[src/rtl/eth_tx_pkg.sv]
// -----------------------------------------------------------------------------
// eth_tx_pkg
// Shared definitions for the MAC transmit scheduling path.
//   - tx_state_t      : encoding of the transmit arbiter state machine
//   - TX_IDLE..TX_GAP : state values
//   - REQ_GEN/REQ_CTL : requester indices (traffic generator / control FIFO)
// -----------------------------------------------------------------------------
package eth_tx_pkg;

    typedef logic [1:0] tx_state_t;

    localparam tx_state_t TX_IDLE  = 2'd0;
    localparam tx_state_t TX_BEGIN = 2'd1;
    localparam tx_state_t TX_SEND  = 2'd2;
    localparam tx_state_t TX_GAP   = 2'd3;

    localparam logic REQ_GEN = 1'b0;
    localparam logic REQ_CTL = 1'b1;

endpackage

[src/rtl/tx_rr_select.sv]
// -----------------------------------------------------------------------------
// tx_rr_select
// Combinational two-way frame selector.
// Ports:
//   empty[1:0]  in  : per-requester FIFO empty flags
//   last_grant  in  : requester that owned the previous frame
//   fixed_prio  in  : 1 = requester 0 always wins a tie, 0 = alternate
//   valid       out : at least one requester has data
//   sel         out : chosen requester index
// -----------------------------------------------------------------------------
module tx_rr_select
    import eth_tx_pkg::*;
(
    input  logic [1:0] empty,
    input  logic       last_grant,
    input  logic       fixed_prio,
    output logic       valid,
    output logic       sel
);

    always_comb begin
        valid = ~(empty[0] & empty[1]);
        sel   = REQ_GEN;
        if (!empty[0] && !empty[1]) begin
            // Tie: fixed priority favours the generator, otherwise hand the
            // port to whoever did not own the previous frame.
            sel = fixed_prio ? REQ_GEN : ~last_grant;
        end else if (!empty[1]) begin
            sel = REQ_CTL;
        end
    end

endmodule

[src/rtl/mac_tx_arbiter.sv]
// -----------------------------------------------------------------------------
// mac_tx_arbiter
// Whole-frame scheduler sharing the gig_eth_mac TX port between two
// first-word-fall-through byte FIFOs. Drives the MAC begin/ack/send handshake,
// holds an idle gap after each frame, flags mid-frame FIFO underruns and
// counts completed frames per requester.
// Ports:
//   clk_sel, rst                 : 125 MHz clock, async active-high reset
//   enable                       : gates new grants only
//   reqN_data/empty/last, reqN_read : FIFO dout, empty, almost_empty, rd_en
//   mac_tx_data/dvld/ack         : MAC transmit interface
//   mac_tx_underrun              : one-cycle pulse when the owner ran dry
//   grant, busy                  : current/last owner, state != IDLE
//   frames0, frames1             : completed frames per requester (wrapping)
// -----------------------------------------------------------------------------
module mac_tx_arbiter
    import eth_tx_pkg::*;
#(
    parameter int unsigned IFG_CYCLES = 2,
    parameter bit          FIXED_PRIO = 1'b0
) (
    input  logic        clk_sel,
    input  logic        rst,
    input  logic        enable,
    input  logic [7:0]  req0_data,
    input  logic        req0_empty,
    input  logic        req0_last,
    output logic        req0_read,
    input  logic [7:0]  req1_data,
    input  logic        req1_empty,
    input  logic        req1_last,
    output logic        req1_read,
    output logic [7:0]  mac_tx_data,
    output logic        mac_tx_dvld,
    input  logic        mac_tx_ack,
    output logic        mac_tx_underrun,
    output logic        grant,
    output logic        busy,
    output logic [15:0] frames0,
    output logic [15:0] frames1
);

    // Final GAP count value; a zero gap still spends one cycle in GAP.
    localparam logic [8:0] IFG_LAST = (IFG_CYCLES == 0) ? 9'd0 : 9'(IFG_CYCLES - 1);

    tx_state_t   state_q, state_d;
    logic        grant_q, grant_d;
    logic        last_grant_q, last_grant_d;
    logic [7:0]  gap_cnt_q, gap_cnt_d;
    logic [15:0] frames0_q, frames0_d;
    logic [15:0] frames1_q, frames1_d;

    logic        sel_valid;
    logic        sel_idx;
    logic        own_empty;
    logic        own_last;
    logic        gap_done;
    logic        rd;

    tx_rr_select u_select (
        .empty      ({req1_empty, req0_empty}),
        .last_grant (last_grant_q),
        .fixed_prio (FIXED_PRIO),
        .valid      (sel_valid),
        .sel        (sel_idx)
    );

    assign own_empty = grant_q ? req1_empty : req0_empty;
    assign own_last  = grant_q ? req1_last  : req0_last;
    assign gap_done  = ({1'b0, gap_cnt_q} >= IFG_LAST);

    // State register
    always_ff @(posedge clk_sel or posedge rst) begin
        if (rst) begin
            state_q      <= TX_IDLE;
            grant_q      <= REQ_GEN;
            last_grant_q <= REQ_CTL;
            gap_cnt_q    <= 8'd0;
            frames0_q    <= 16'd0;
            frames1_q    <= 16'd0;
        end else begin
            state_q      <= state_d;
            grant_q      <= grant_d;
            last_grant_q <= last_grant_d;
            gap_cnt_q    <= gap_cnt_d;
            frames0_q    <= frames0_d;
            frames1_q    <= frames1_d;
        end
    end

    // Next-state logic
    always_comb begin
        state_d      = state_q;
        grant_d      = grant_q;
        last_grant_d = last_grant_q;
        gap_cnt_d    = 8'd0;
        frames0_d    = frames0_q;
        frames1_d    = frames1_q;
        case (state_q)
            TX_IDLE: begin
                if (enable && sel_valid) begin
                    grant_d = sel_idx;
                    state_d = TX_BEGIN;
                end
            end
            TX_BEGIN: begin
                if (mac_tx_ack) begin
                    state_d = TX_SEND;
                end
            end
            TX_SEND: begin
                if (own_last) begin
                    if (grant_q == REQ_GEN) begin
                        frames0_d = frames0_q + 16'd1;
                    end else begin
                        frames1_d = frames1_q + 16'd1;
                    end
                    last_grant_d = grant_q;
                    state_d      = TX_GAP;
                end else if (own_empty) begin
                    // Aborted frame still rotates ownership but is not counted.
                    last_grant_d = grant_q;
                    state_d      = TX_GAP;
                end
            end
            TX_GAP: begin
                if (gap_done) begin
                    state_d = TX_IDLE;
                end else begin
                    gap_cnt_d = gap_cnt_q + 8'd1;
                end
            end
            default: state_d = TX_IDLE;
        endcase
    end

    // Outputs: purely combinational so the FIFO's fall-through byte reaches
    // the MAC in the same cycle it is read.
    always_comb begin
        rd              = 1'b0;
        mac_tx_underrun = 1'b0;
        case (state_q)
            TX_BEGIN: rd = mac_tx_ack;
            TX_SEND: begin
                if (!own_last && own_empty) begin
                    mac_tx_underrun = 1'b1;
                end else begin
                    rd = 1'b1;
                end
            end
            default: rd = 1'b0;
        endcase
        mac_tx_dvld = (state_q == TX_BEGIN) || (state_q == TX_SEND);
        busy        = (state_q != TX_IDLE);
        req0_read   = rd && (grant_q == REQ_GEN);
        req1_read   = rd && (grant_q == REQ_CTL);
        mac_tx_data = grant_q ? req1_data : req0_data;
    end

    assign grant   = grant_q;
    assign frames0 = frames0_q;
    assign frames1 = frames1_q;

endmodule

[config.mk]
export PLATFORM = sky130hd
export DESIGN_NAME = mac_tx_arbiter
export DESIGN_NICKNAME = d
export VERILOG_FILES = /design/src/rtl/eth_tx_pkg.sv /design/src/rtl/tx_rr_select.sv /design/src/rtl/mac_tx_arbiter.sv
export SDC_FILE = /design/constraint.sdc
export NUM_CORES = 1
export LEC_CHECK = 0
export CORE_MARGIN = 1.5
export CORE_UTILIZATION = 40
export DETAILED_ROUTE_END_ITERATION = 16
export HOLD_SLACK_MARGIN = 0.03
export PLACE_DENSITY = 0.82
export SKIP_LAST_GASP = 1
export SLEW_MARGIN = 20
export SYNTH_ARGS = -nofsm -noshare
export SYNTH_HDL_FRONTEND = slang
export SYNTH_SLANG_ARGS = --single-unit
[constraint.sdc]
create_clock -name clk_sel -period 2.3 [get_ports clk_sel]
set_input_delay 0.46 -clock clk_sel [delete_from_list [all_inputs] [get_ports clk_sel]]
set_output_delay 0.46 -clock clk_sel [all_outputs]
set_load 0.02 [all_outputs]
# Yosys cells after proc, flatten, opt, wreduce, memory -nomap -nowiden
# Cells that the tools add are included.
# totals
register_bits	44
latchBits	0
mem_bits_rw	0
romBits	0
in_bits	24
output_inout_bits	46
mem_count	0
# op_classes
n_addsub	3
multipliers	0
div	0
n_lt_le_gt_ge	1
n_eq_ne	7
shifts	0
n_mux	19
bitwise	4
reduce_logical	17
# ops
cell	count
$add A16 B1 Y16 const B	2
$mux W8	3
$mux W2	5
$mux W1	9
$add A8 B1 Y8 const B	1
$ge A8 B1 Y1 const B	1
$pmux W2 S4	1
$ne A2 B2 Y1 const B	3
$reduce_and A3 Y1	2
$logic_and A1 B1 Y1	5
$eq A2 B2 Y1 const B	2
$reduce_and A2 Y1	2
$reduce_and A4 Y1	1
$reduce_bool A2 Y1	2
$logic_not A1 Y1	3
$ne A3 B3 Y1 const B	1
$not A1 Y1	3
$eq A2 B1 Y1 const B	1
$logic_not A2 Y1	1
$pmux W1 S2	1
$and A1 B1 Y1	1
$logic_or A1 B1 Y1	1

# Longest topological paths before layout
# Gate-level depths: netlist of the first run.
# depth
depth_word	6
ltp_mapped	8
mapped_depth_nobuf	6

# Modules after synthesis
# From an unflattened synthesis of the first run, not the netlist that was laid out.
# hier_totals
hier_cells	187
area_unflattened_um2	2172.1
# modules_own_cells
mod	n_inst	cells_each	area_per_inst_um2	seq_area_each_um2
mac_tx_arbiter	1	184	2154.6	1102.3
tx_rr_select	1	3	17.5	0.0

# Least setup slack after synthesis of the first run
# No wires, ideal clock.
# synth_path
kind	reg2out
start	reg grant_q, in the netlist grant
end	out mac_tx_underrun
t_arrival_ns	1.619
required_ns	1.840
path_slack_ns	0.221
stages_incl_launch_ff	4
cell_sequence	dfrtp_1 -> buf_2 -> or3b_2 -> a21boi_0
# synth_via
elab_chain_len	5
word_cells_on_any_way	6
classes_between	4 x mux; 2 x reduce/logical
# synth_rtl
item	line_no	source
from (decl)	mac_tx_arbiter.sv:47	logic grant_q, grant_d;
from (signal assigned)	mac_tx_arbiter.sv:83	grant_q <= grant_d;
$mux W1	mac_tx_arbiter.sv:69	assign own_last = grant_q ? req1_last : req0_last;
$logic_not A1 Y1	mac_tx_arbiter.sv:145	if (!own_last && own_empty) begin
$logic_and A1 B1 Y1 (*)	mac_tx_arbiter.sv:145	
$mux W1 (*)	mac_tx_arbiter.sv:145	
$mux W1 (*)	mac_tx_arbiter.sv:142	case (state_q)
to (decl)	mac_tx_arbiter.sv:36	output logic mac_tx_underrun,
# Mark *: on every way between the ends. The rest lies on a longest branch, timed or not.

# Final worst setup path of the first run
# layout_path
start	reg state_q[0]
end	out mac_tx_dvld
# layout_via
elab_chain_len	2
word_cells_on_any_way	3
classes_between	2 x eq/ne; 1 x reduce/logical
# layout_rtl
item	line_no	source
from (decl)	mac_tx_arbiter.sv:46	tx_state_t state_q, state_d;
from (signal assigned)	mac_tx_arbiter.sv:82	state_q <= state_d;
$eq A2 B1 Y1 / $eq A2 B2 Y1 (equally long branches)	mac_tx_arbiter.sv:153	mac_tx_dvld = (state_q == TX_BEGIN) || (state_q == TX_SEND);
$logic_or A1 B1 Y1 (*)	mac_tx_arbiter.sv:153	
to (decl)	mac_tx_arbiter.sv:34	output logic mac_tx_dvld,
# Marked as above.

==> results of run 1 <==
area by class of cell:
class	instances	area share [%]
clock buffers	6	2.36
repair buffers	78	24.6
multi-input cells	138	33.5
flip-flops and latches	44	35.8
clock inverters	1	0.163
inverters	6	0.731
well taps	70	2.84
metal layers:
metal  up-vias  global-route usage, %  wire length, um
met4         0                   5.37               72
met1       812                   19.4             1880
met5         -                      0                0
met3         7                   4.67              229
li1        810                      -                -
met2        55                   29.5             2270
sequential cells by signal, summed over array words and instances, names as in the netlist:
signal,flops
gap_cnt_q,8
state_q,2
last_grant_q,1
frames0,16
frames1,16
grant,1
logic make-up after synthesis:
| group | after synthesis | share of synthesized area [%] |
|---|---|---|
| multiplexers | 11 | 5.69 |
| XOR/XNOR | 30 | 12.5 |
| AO/OA/AOI/OAI | 9 | 3.08 |
| adder cells (fa/ha/maj) | 10 | 5.80 |
| other | 1 | 0.174 |
| AND/OR/NAND/NOR | 73 | 19.4 |
| buffers and inverters | 10 | 2.15 |
| flip-flops | 44 | 51.1 |
worst max-delay path: stages, from the launching register on:
cell	delay (ns)
dfrtp_1	0.39
inv_1	0.10
ha_1	0.35
clkdlybuf4s50_1	0.63
stage by stage:
| stage | area [um2] | total power [mW] | hold slack, ns | instances |
|---|---|---|---|---|
| 2_1_floorplan | 2170 | 1.66 | 0.445 | 192 |
| 3_3_place_gp | 2990 | 2.12 | 0.455 | 336 |
| 3_5_place_dp | 2990 | 2.16 | 0.462 | 336 |
| 4_1_cts | 3070 | 2.62 | 0.472 | 343 |
| 5_1_grt | 3080 | 2.76 | 0.503 | 343 |
| 6_report | 3080 | 2.60 | 0.467 | 343 |
what timing repair did:
item,in CTS,in global routing
pin swaps,2,0
gates resized for setup,17,2
setup endpoints to repair,3,8
endpoints found under the hold margin,0,0
report_power, final:
| part | internal [mW] | leakage, nW | switching, mW | total, mW |
|---|---|---|---|---|
| Clock | 0.206 | 0.0410 | 0.242 | 0.449 |
| Sequential | 0.886 | 0.583 | 0.117 | 1.00 |
| Combinational | 0.584 | 0.794 | 0.565 | 1.15 |
layout by cell type (no fill, tap or decap), drive strengths merged, types with 3 or more instances in the layout:
master / instances
conb: 5
xor2: 11
and3: 10
nor2: 8
nand4: 7
mux2: 10
buf: 11
clkbuf: 6
and2: 3
and4: 6
xnor2: 19
nand3: 7
nand2: 19
dfrtp: 43
o21ai: 3
clkdlybuf4s50: 63
inv: 5
ha: 10
nor3: 4
final timing paths:
kind,from,end,slack (ns),cells past startpoint
worst max-delay path,state_q[0],mac_tx_dvld,0.08,3
worst min-delay path,frames0[15],frames0[15],0.47,1
worst max register to register,state_q[0],frames0[12],0.38,7
worst min register to register,frames0[15],frames0[15],0.47,1
max in group asynchronous,rst,frames0[11],1.21,3
min in group asynchronous,rst,gap_cnt_q[4],0.48,2
==> results.toml, run 1 <==
[finish]
final_nets = 307
multiInputGateArea_um2 = 1030
diodes = 0
post-route-util_pct = 59.9
drive_gt1_share_pct = 12.8
area_growth_pct = 42.8
register_area_um2 = 1100
n_fill_cell = 474

[pwr]
power_density_nw_per_um2 = 845
power_leakage_nw = 1.42
max-vdd-ir-drop_uv = 636

[grt]
antenna_found_initial = 0
track_usage_pct = 16.7
first_global_vias = 1751
grt_max_degree = 20
grt_pass1_wl_mm = 7.79
grt-ovfl-total = 0

[drt]
routed_via_density = 4.91
routedWlPerCell_um = 13.0
firstDrtPassIters = 4
drt_iter0_markers = 27
drc = 0
vias = 1684
ant_nets = 0
routed_wl_mm = 4.45

[floorplan]
dieWidth_um = 76.4
num_io_pins = 70
rows = 26
start_util_pct = 41.9
dieArea_um2 = 5840
die_y_um = 76.4
coreArea_um2 = 5140

[synthesis]
netlist_instances = 188
synth.distinct_cells = 36
synthTopCellsByArea = "dfrtp_1 (50%), xnor2_1 (7.7%), ha_1 (5.8%)"
synth_common_cells = "dfrtp_1 (43), nand2_1 (19), xnor2_1 (19)"
yosysTopAreaCell = "dfrtp_1"
ys_async_sr_fraction_pct = 100
synth_ff_type = "dfrtp_1"
yosysMostFrequentCell = "dfrtp_1"
ys_ff_latch = 44
synth-edff-count = 0
syn_area_um2 = 2160
yosysWarnings = 0
synth_area_per_cell_um2 = 11.5
yosysSeqAreaShare_pct = 51.1
yosys.area.top_type_share_pct = 49.9

[sta]
rsz0062_at_grt = "false"
fmax_mhz = 450
relSlewSlack_pct = 55.7
skew_ns = 0.00389
tightest_slew_ns = 0.661
setup_viol = 0
fin_tns_setup_ns = 0
setup_ws_ns = 0.0755
finalMaxSlewViolations = 0
period_minus_slack_ns = 2.22
min_period_over_period_pct = 96.7
hold_violations = 0

[setup_path]
critPathRequiredTime_ns = 1.84
cp-end-kind = "output port"
cp-start-kind = "flip-flop"
crit_fanout = 4
path_class = "flip-flop to output port"
worstPathArrival_ns = 1.76

[placed_design]
gp_congestion = 0.791
dp_slack_ns = -0.575
dp_hpwl_mm = 3.51
io_buffers = 69

[cts]
clock_latency_ns = 0.29
cts_tree = "built"
cts_inserted_buffers = 5
cts_hold_buffers = 0
clock-sinks = 44
clock_path_buffers = 2
cts-root-buf = "clkbuf_8"
postCtsSetupRepairBufs = 0
htree_num_levels = 2
clkTransAtPathRegs_ns = 0.08

[flow_run]
cap_viol_max_count = 0

[min_path]
hold_class = "flip-flop to flip-flop"

[outcome]
status = "completed"
No activity file was read; power rests on OpenSTA's default activity.
==> run 2, diff against run 1 <==
Settings changed: GPL_TIMING_DRIVEN set to 0, SKIP_LAST_GASP 1 to not set.
==> results.toml, run 2 (synthesized netlist as in run 1, its figures left out) <==
[drt]
routed_via_density = 4.89
routedWlPerCell_um = 11.9
firstDrtPassIters = 4
vias = 1678
routed_wl_mm = 4.08
ant_nets = 0
drc = 0
drt_iter0_markers = 62

[sta]
fin_tns_setup_ns = 0
setup_ws_ns = 0.0538
min_period_over_period_pct = 97.7
hold_ws_ns = 0.429
fmax_mhz = 445
setup_viol = 0
rsz0062_at_grt = "false"
finalMaxSlewViolations = 0
hold_violations = 0
period_minus_slack_ns = 2.25
skew_ns = 0.00722

[cts]
cts_inserted_buffers = 5
clock_latency_ns = 0.29
clkTransAtPathRegs_ns = 0.08
clock-sinks = 44
cts-root-buf = "clkbuf_8"
clock_path_buffers = 2
cts_tree = "built"
htree_num_levels = 2

[pwr]
clkPwrFrac_pct = 21.3
max-vdd-ir-drop_uv = 669
total_power_mw = 2.71
power_frac_comb_pct = 41.9
power_leakage_nw = 1.43
switchingPower_uw = 919
p_seq_share_pct = 36.8
internal-power_mw = 1.79
switching_share_pct = 33.9
power_density_nw_per_um2 = 873

[finish]
final_cells = 343
n_fill_cell = 452
layout_commonest_cell = "clkdlybuf4s50_1"
final_cell_mix = "clkdlybuf4s50_1 (58), dfrtp_1 (43), xnor2_1 (19), nand2_1 (19)"
diodes = 0
drive_gt1_share_pct = 13.2
final_area_um2 = 3100
area_growth_pct = 43.9
final_nets = 306
post-route-util_pct = 60.4

[setup_path]
cpMaxStageDelayCell = "dfrtp_1"
cp-start-kind = "flip-flop"
max_stage_delay_ns = 0.39
timing.reg2reg.setup_slack_ns = 0.33
critical_path_buf_inv_count = 2
path_cells = "buf_6, or3b_4, a32o_1, and3_1, buf_6"
crit_fanout = 7
path_class = "flip-flop to output port"
worstPathArrival_ns = 1.79
cp-end-kind = "output port"
critPathRequiredTime_ns = 1.84
crit_family = "simple AND/OR/NAND/NOR gates"
crit_top_cell = "buf_6"

[grt]
antenna_found_initial = 0
grt_use_met2_pct = 24.9
first_global_vias = 1645
grt_use_met1_pct = 18.8
met3_usage_pct = 4.91
grt-ovfl-total = 0
busiest_layer = "met2"
track_usage_pct = 14.8
grt_max_degree = 33
grt_pass1_wl_mm = 7.18

[floorplan]
start_util_pct = 41.9
rows = 26
die_y_um = 76.4
dieArea_um2 = 5840
num_io_pins = 70
dieWidth_um = 76.4
coreArea_um2 = 5140

[placed_design]
dp_cells = 332
dpl_cell_area_um2 = 2970
dp_hpwl_mm = 3.23
gp_congestion = 0.822
dp_slack_ns = -0.628
io_buffers = 69

[outcome]
status = "completed"

[min_path]
hold_class = "input pin to async pin"

[flow_run]
cap_viol_max_count = 0
==> run 2: cell types whose count changed in the layout (fill, tap and decap cells not counted), sizes merged <==
cell and delta:
clkinvlp +1, inv +1, dlymetal6s2s -1, bufinv +1
buf -1, clkdlybuf4s50 -5, clkbuf -1, dlygate4sd2 +6
clkinv -1
==> run 2: worst register-to-register path, delay by kind of cell (launching register included) <==
| family | cells | cell delay [ns] |
|---|---|---|
| and+or+nand+nor | 3 | 0.63 |
| xor gates and xnor gates | 1 | 0.12 |
| DFF | 1 | 0.41 |
| buffers and inverters | 3 | 0.44 |
| adders and majority gates | 1 | 0.32 |
==> run 2: power groups by stage <==
stage | Sequential (mW) | Combinational (mW) | Clock [mW]
4_1_cts | 0.994 | 1.09 | 0.590
2_1_floorplan | 1.08 | 0.575 | 0
5_1_grt | 1.02 | 1.23 | 0.632
3_5_place_dp | 1.01 | 1.11 | 0
6_report | 0.996 | 1.14 | 0.576
3_3_place_gp | 1.01 | 1.09 | 0
==> run 2: path summary, 6_finish.rpt <==
| path | startpoint | end | depth (start not counted) |
|---|---|---|---|
| setup / recovery | grant | req1_read | 5 |
| hold / removal | rst | frames1[4] | 2 |
| setup reg to reg | state_q[0] | frames1[7] | 8 |
| hold reg to reg | last_grant_q | last_grant_q | 2 |
| max in group asynchronous | rst | last_grant_q | 3 |
| min in group clk_sel | last_grant_q | last_grant_q | 2 |
==> run 2: per-layer routing <==
metal / vias to the layer above / part of all wire, %
met5: - / 0
met4: 0 / 0.52
met3: 2 / 6.3
met2: 61 / 50
met1: 808 / 44
li1: 807 / -
==> run 2: area by class of cell <==
cell class	count	area [um2]	area share [%]
Sequential cell	44	1100	35.5
Multi-Input combinational cell	138	1020	33.0
Timing Repair Buffer	73	721	23.2
Tap cell	70	87.6	2.82
Clock buffer	5	68.8	2.22
Clock inverter	3	42.5	1.37
Buffer	4	33.8	1.09
Inverter	6	22.5	0.726
==> run 2: timing repair <==
| action | in CTS | in global routing |
|---|---|---|
| setup buffers | 0 | 3 |
| pin swaps | 1 | 1 |
| hold buffers | 0 | 0 |
| resized for setup | 23 | 4 |
| setup endpoints to repair | 9 | 3 |
